`config.mk`:
```
export PLATFORM = sky130hd
export DESIGN_NAME = fifo_wr_ctrl
export DESIGN_NICKNAME = d
export VERILOG_FILES = /design/src/rtl/fifo_pkg.sv /design/src/rtl/fifo_gray_sync.sv /design/src/rtl/fifo_wr_ctrl.sv
export SDC_FILE = /design/constraint.sdc
export NUM_CORES = 1
export LEC_CHECK = 0
export BUFFER_PORTS_ARGS = -buffer_cell sky130_fd_sc_hd__buf_4
export CAP_MARGIN = 20
export CORE_MARGIN = 5
export CORE_UTILIZATION = 52
export CTS_CLUSTER_SIZE = 24
export DETAILED_ROUTE_END_ITERATION = 10
export PLACE_DENSITY = 0.79
export SETUP_SLACK_MARGIN = 0.1
export SYNTH_ARGS = -nofsm -noshare
export SYNTH_HDL_FRONTEND = slang
export SYNTH_SLANG_ARGS = --single-unit
export TNS_END_PERCENT = 30
```
`constraint.sdc`:
```
create_clock -name wr_clk -period 5.05 [get_ports wr_clk]
set_clock_uncertainty 0.2 [all_clocks]
set_input_delay 1.01 -clock wr_clk [delete_from_list [all_inputs] [get_ports wr_clk]]
set_output_delay 1.01 -clock wr_clk [all_outputs]
set_load 0.02 [all_outputs]
```
`src/rtl/fifo_pkg.sv`:
```
// Shared async-FIFO definitions: depth derivation, Gray/binary conversion and
// the default synchronizer depth, used by both the write- and read-side controllers.
package fifo_pkg;

    localparam int SYNC_STAGES_DEF = 2;

    function automatic int fifo_depth(input int addrsize);
        return 1 << addrsize;
    endfunction

    // Conversions work on a 32-bit container; callers zero-extend and keep the low bits.
    function automatic logic [31:0] bin2gray(input logic [31:0] b);
        return b ^ (b >> 1);
    endfunction

    function automatic logic [31:0] gray2bin(input logic [31:0] g);
        logic [31:0] b;
        b[31] = g[31];
        for (int i = 30; i >= 0; i--) begin
            b[i] = b[i+1] ^ g[i];
        end
        return b;
    endfunction

endpackage

```
`src/rtl/fifo_gray_sync.sv`:
```
// Multi-flop synchronizer for a Gray-coded pointer crossing into the local clock domain.
module fifo_gray_sync
    import fifo_pkg::*;
#(
    parameter int WIDTH  = 5,
    parameter int STAGES = SYNC_STAGES_DEF
) (
    input  logic             clk,
    input  logic             rst,
    input  logic [WIDTH-1:0] d,
    output logic [WIDTH-1:0] q
);

    logic [WIDTH-1:0] sync_p [STAGES];

    // Only sync_p[0] samples the foreign-domain input.
    always_ff @(posedge clk) begin
        if (rst) begin
            for (int i = 0; i < STAGES; i++) begin
                sync_p[i] <= '0;
            end
        end else begin
            sync_p[0] <= d;
            for (int i = 1; i < STAGES; i++) begin
                sync_p[i] <= sync_p[i-1];
            end
        end
    end

    assign q = sync_p[STAGES-1];

endmodule

```
`src/rtl/fifo_wr_ctrl.sv`:
```
// Async FIFO write-side controller: write enable/address, Gray write pointer, full/overflow.
// Optional ALMOST_FULL_EN adds a registered fill level and almost-full flag.
module fifo_wr_ctrl
    import fifo_pkg::*;
#(
    parameter int ADDRSIZE    = 4,
    parameter int SYNC_STAGES = SYNC_STAGES_DEF
`ifdef ALMOST_FULL_EN
    ,
    parameter int AFULL_THRESH = fifo_depth(ADDRSIZE) - 2
`endif
) (
    input  logic                wr_clk,
    input  logic                wr_rst,
    input  logic                wr_req,
    input  logic [ADDRSIZE:0]   rd_gptr,
    output logic                wr_en,
    output logic [ADDRSIZE-1:0] wr_addr,
    output logic [ADDRSIZE:0]   wr_gptr,
    output logic                wr_full,
    output logic                wr_overflow
`ifdef ALMOST_FULL_EN
    ,
    output logic [ADDRSIZE:0]   wr_level,
    output logic                wr_almost_full
`endif
);

    localparam int PTR_W  = ADDRSIZE + 1;
    localparam int DEEPTH = fifo_depth(ADDRSIZE);
    // Full when the write pointer equals the read pointer with its two MSBs inverted.
    localparam logic [PTR_W-1:0] FULL_MASK = PTR_W'(DEEPTH + DEEPTH / 2);

    logic [PTR_W-1:0] wbin;
    logic [PTR_W-1:0] wbin_next;
    logic [PTR_W-1:0] wgray_next;
    logic [PTR_W-1:0] rq_gptr;
    logic [31:0]      gray_next_w;
    logic             unused_gray_hi;

    fifo_gray_sync #(
        .WIDTH  (PTR_W),
        .STAGES (SYNC_STAGES)
    ) u_rptr_sync (
        .clk (wr_clk),
        .rst (wr_rst),
        .d   (rd_gptr),
        .q   (rq_gptr)
    );

    assign wr_en          = wr_req & ~wr_full & ~wr_rst;
    assign wbin_next      = wbin + PTR_W'(wr_en);
    assign gray_next_w    = bin2gray(32'(wbin_next));
    assign wgray_next     = gray_next_w[PTR_W-1:0];
    assign unused_gray_hi = ^gray_next_w[31:PTR_W];
    assign wr_addr        = wbin[ADDRSIZE-1:0];

    always_ff @(posedge wr_clk) begin
        if (wr_rst) begin
            wbin        <= '0;
            wr_gptr     <= '0;
            wr_full     <= 1'b0;
            wr_overflow <= 1'b0;
        end else begin
            wbin    <= wbin_next;
            wr_gptr <= wgray_next;
            wr_full <= (wgray_next == (rq_gptr ^ FULL_MASK));
            if (wr_req && wr_full) begin
                wr_overflow <= 1'b1;
            end
        end
    end

`ifdef ALMOST_FULL_EN
    logic [31:0]      rq_bin_w;
    logic [PTR_W-1:0] rq_bin;
    logic [PTR_W-1:0] level_next;
    logic             unused_rbin_hi;

    assign rq_bin_w       = gray2bin(32'(rq_gptr));
    assign rq_bin         = rq_bin_w[PTR_W-1:0];
    assign unused_rbin_hi = ^rq_bin_w[31:PTR_W];
    // Lagging synchronized read pointer makes the level an over-estimate, never an under-estimate.
    assign level_next     = wbin_next - rq_bin;

    always_ff @(posedge wr_clk) begin
        if (wr_rst) begin
            wr_level       <= '0;
            wr_almost_full <= 1'b0;
        end else begin
            wr_level       <= level_next;
            wr_almost_full <= (level_next >= PTR_W'(AFULL_THRESH));
        end
    end
`endif

endmodule

```
=== After elaboration in Yosys (flattened, before gate mapping) ===
Memory sizes are Yosys's and may differ from the RTL's.
Index checks and enable logic that the tools add are counted.

* Add/subtract/negate cells: 1
* $mul: 0
* Divide/modulo/power cells: 0
* Order comparisons: 0
* Eq/ne operators: 1
* Shifts and indexed selects: 0
* Multiplexer cells: 5
* Bitwise operators: 8
* Reduce and logical (&&, ||, !) cells: 1

{| class="wikitable"
|+ Operators by type and width
! operator !! count
|-
| two-way mux 5 bit || 2
|-
| adder 5 x 1 -> 5 bit || 1
|-
| equality test 5 bit || 1
|-
| XOR 5 x 4 -> 5 bit || 1
|-
| two-way mux 1 bit || 3
|-
| AND 1 bit || 2
|-
| inverter 1 bit || 2
|-
| inverter 2 bit || 1
|-
| OR 1 bit || 2
|-
| logical AND 1 bit || 1
|}

* Register bits: 12
* Latch bits: 0
* Memory bits (writable): 10
* Bits in read-only memories: 0
* Input bits: 8
* Output and inout port bits: 12
* Memories: 1

{| class="wikitable"
|+ Memory list
! memory !! words !! bits a word !! read ports !! clocked after memory_dff !! wr ports !! RTL line !! text
|-
| u_rptr_sync.sync_p || 2 || 5 || 2 || 0 || 2 || fifo_gray_sync.sv:14 || <nowiki>logic [WIDTH-1:0] sync_p [STAGES];</nowiki>
|}

=== Depth between registers and ports, before layout ===
* Depth in word-level cells: 6
* Depth in mapped cells: 8
* Gate-level depth less buffers: 7

=== Modules after synthesis ===
A second synthesis with hierarchy kept.

* Cell total of the unflattened synthesis: 82
* Area total of the unflattened synthesis: 888.4 sq um

{| class="wikitable"
|+ By module, submodules not included
! module !! instances !! cells an instance !! area an instance (sq um)
|-
| fifo_wr_ctrl || 1 || 57 || 588.1
|-
| fifo_gray_sync || 1 || 25 || 300.3
|}

=== Worst setup path after synthesis ===
OpenSTA, ideal clock, no wires.

* Path kind: in2reg
* From: input wr_rst
* To: register wr_full
* Setup time: 0.079 ns
* Data arrival time: 3.261 ns
* Path slack: 1.510 ns
* Stages: 8
* Path through: clkbuf_1 > nor3b_1 > ha_1 > ha_1 > xnor2_1 > or3_1 > a211o_1 > a211oi_2

* Longest elaborated chain between the ends: 5

{| class="wikitable"
|+ RTL lines
! item !! RTL line !! text
|-
| start, declared || fifo_wr_ctrl.sv:14 || <nowiki>input logic wr_rst,</nowiki>
|-
| inverter 1 bit || fifo_wr_ctrl.sv:51 || <nowiki>assign wr_en = wr_req & ~wr_full & ~wr_rst;</nowiki>
|-
| AND 1 bit || fifo_wr_ctrl.sv:51 ||
|-
| named net wr_en || fifo_wr_ctrl.sv:17 || <nowiki>output logic wr_en,</nowiki>
|-
| adder 5 x 1 -> 5 bit || fifo_wr_ctrl.sv:52 || <nowiki>assign wbin_next = wbin + PTR_W'(wr_en);</nowiki>
|-
| named net wbin_next[1] || fifo_wr_ctrl.sv:35 || <nowiki>logic [PTR_W-1:0] wbin_next;</nowiki>
|-
| XOR 5 x 4 -> 5 bit || fifo_pkg.sv:13 || <nowiki>return b ^ (b >> 1);</nowiki>
|-
| equality test 5 bit || fifo_wr_ctrl.sv:67 || <nowiki>wr_full <= (wgray_next == (rq_gptr ^ FULL_MASK));</nowiki>
|-
| end signal, assigned || fifo_wr_ctrl.sv:67 ||
|-
| end, declared || fifo_wr_ctrl.sv:20 || <nowiki>output logic wr_full,</nowiki>
|}

The timed path passes the listed nets, and every way through them passes these cells.
A chain may end at the register's enable or synchronous reset.

=== Final worst setup path ===
* From: input wr_rst
* To: register wr_full

* Longest elaborated chain between the ends: 5

{| class="wikitable"
|+ RTL lines
! item !! RTL line
|-
| inverter 1 bit || fifo_wr_ctrl.sv:51
|-
| AND 1 bit || fifo_wr_ctrl.sv:51
|-
| adder 5 x 1 -> 5 bit || fifo_wr_ctrl.sv:52
|-
| named net wbin_next[1] || fifo_wr_ctrl.sv:35
|-
| XOR 5 x 4 -> 5 bit || fifo_pkg.sv:13
|-
| equality test 5 bit || fifo_wr_ctrl.sv:67
|}

The timed path passes the listed nets, and every way through them passes these cells.

==> reports/results.ini <==
[synthesis]
synth_xor_area_frac=0.137
netlist_top_cells_area=dfxtp_1, nor2b_1, xnor2_1
synth-compound-area-share=0.0511
synthTopCellsByCount=dfxtp_1, nor2b_1, nor2_1, xnor2_1, xor2_1
synth_top_family_by_area=simple AND/OR/NAND/NOR gates
synth_edf_count=0
yosysTopAreaCell=dfxtp_1
syn_area_um2=759
async_flop_share=0
synth_top_area_frac=0.554
seq_area_frac_synth=0.554
synth-seq-cells=21
ys_types=19
synthCells=70
synthMuxAreaShare=0
synth_flop_cell=dfxtp_1
syn_avg_cell_area_um2=10.8
synthSimpleGateAreaFrac=0.216
synth_fp_nets=80
synth.most_common_cell=dfxtp_1
yosysWarnings=0
synth_fa_ha_area_frac=0.0329

[job]
drv_cap=0

[place]
dp_hpwl_um=946
port_buffers=19
gp_congestion=0.703

[timing]
tightestPinTransition_ns=0.444
fin_crit_sh=0.577
final_hold_viol_count=0
report.final.slew_viol_count=0
setup_viol_count_final=0
max_slew_margin=0.703
layout_min_cycle_time_ns=2.91
rsz0062_at_grt=false
fin_setup_tns_ns=0
whs_ns=0.249
fmax_ghz=0.343

[clock_network]
clk_pin_slew_ns=0.11
clock_latency_ns=0.29
cts_resized=0
cts_setup_buffers=0
holdBufCountCts=0
cts_sinks=21
cts_made_buffers=3
cts_max_path_buffers=2
cts_tree=built
cts_max_level=1
root_buffer=clkbuf_4

[power_and_ir_drop]
pwr-share-clk=0.273
p_switching_mw=0.0634
vdd_drop_max_v=0.000199
p_comb_frac=0.107
internal_power_mw=0.218
leakage_nw=0.400
power_density_mw_per_mm2=299
swShare=0.226
seq_power_share=0.620

[routing]
final_antenna_net_count=0
vias=517
wl_per_cell_um=11.8
route.detailed.drc=0
drtIter0Drc=3
drt-vias-per-instance=4.88
wirelength_um=1250
first_pass_iters=2

[floorplanning]
rows=13
io_pins=20
floorplan.initialDensity=0.569
die_w_um=48.2
chipHeight_um=48.2
core_mm2=0.00133
die-area_mm2=0.00232

[grt]
grt_overflow=0
grt_start_max_net_pins=23
grt_pass1_vias=511
grtUsageTotal=0.129
antenna_found_initial=0
grt_pass1_wl_um=2080

[critical_path]
crit_path_cell_trace=buf_4, nor3b_1, ha_1, ha_1, xnor2_1, or3_1, a211o_1, a211oi_2
critPathRequiredTime_ns=5.08
timing.critical_path.mode_cell=ha_1
slowest_delay_ns=0.32
slowest_stage=or3_1
reg2reg_slack_ns=2.73
crit_fanout=22
arrival_ns=2.94
critPathCaptureType=register
worstSetupPathType=in2reg
start_kind=primary input

[layout]
area.growth.synth_to_final_pct=23.7
diodes=0
drive_above_1_share=0.286
finalNetCount=102

[worst_hold_path]
hold_class=reg2reg

[outcome]
status=completed

per-stage QoR:
stage	util	area, um^2	power [mW]	worst slack [ns]	std cells
6_report	0.705	940	0.281	2.14	106
5_1_grt	0.705	940	0.296	1.97	106
4_1_cts	0.705	940	0.282	2.11	106
3_5_place_dp	0.685	913	0.208	1.82	102
3_3_place_gp	0.685	913	0.207	1.91	102
2_1_floorplan	-	759	0.196	1.51	70
sequential cells by signal, indices dropped and copies added (netlist names):
signal / cells
wr_full: 1
wr_gptr: 5
wr_overflow: 1
u_rptr_sync.sync_p: 10
wbin: 4
metal layers:
metal	vias to the layer above	track usage	wire, um
li1	267	-	-
met1	237	0.142	517
met2	11	0.234	652
met3	2	0.0221	68
met4	0	0.0645	10
met5	-	0	0
worst max-delay path: cells and delay by family:
| family | cells | cell delay, ns |
|---|---|---|
| adder cells (fa/ha/maj) | 2 | 0.50 |
| AO/OA/AOI/OAI | 2 | 0.43 |
| AND/OR/NAND/NOR | 2 | 0.61 |
| buffers and inverters | 1 | 0.18 |
| XOR/XNOR | 1 | 0.19 |
cells in the final DEF (no fill, tap or decap), types with 2 or more instances in the layout:
master / count
dfxtp_1: 21
ha_1: 2
nor3b_1: 2
nor2_1: 7
a21oi_1: 2
clkbuf_4: 3
xor2_1: 5
buf_4: 19
nand3_1: 3
xnor2_1: 5
nor2b_1: 12
path summary, 6_finish.rpt:
path | start | to | cells after the start
min | u_rptr_sync.sync_p[0][1] | u_rptr_sync.sync_p[0][6] | 1
max reg2reg | wr_full | wr_full | 7
max | wr_rst | wr_full | 8
min reg2reg | u_rptr_sync.sync_p[0][1] | u_rptr_sync.sync_p[0][6] | 1
power by group through the flow:
stage                     registers, mW  clock network [mW]  logic, mW
after floorplan                   0.180                   0     0.0161
after global placement            0.177                   0     0.0295
after detailed placement          0.178                   0     0.0303
after CTS                         0.174              0.0771     0.0305
after global routing              0.175              0.0879     0.0332
final                             0.174              0.0767     0.0301
cell type report:
type                    count  area [um^2]
repair buffers             19          143
well taps                  15         18.8
clock buffers               4         26.3
fillers                   110          394
multi-input cells          47          332
flip-flops and latches     21          420
cells by family after synthesis:
kind of cell,count (synthesis)
and+or+nand+nor,29
DFF,21
xor gates and xnor gates,11
AOI/OAI and AO/OA,5
buffers and inverters,2
adders and majority gates,2
No activity file was read; power rests on OpenSTA's default activity.
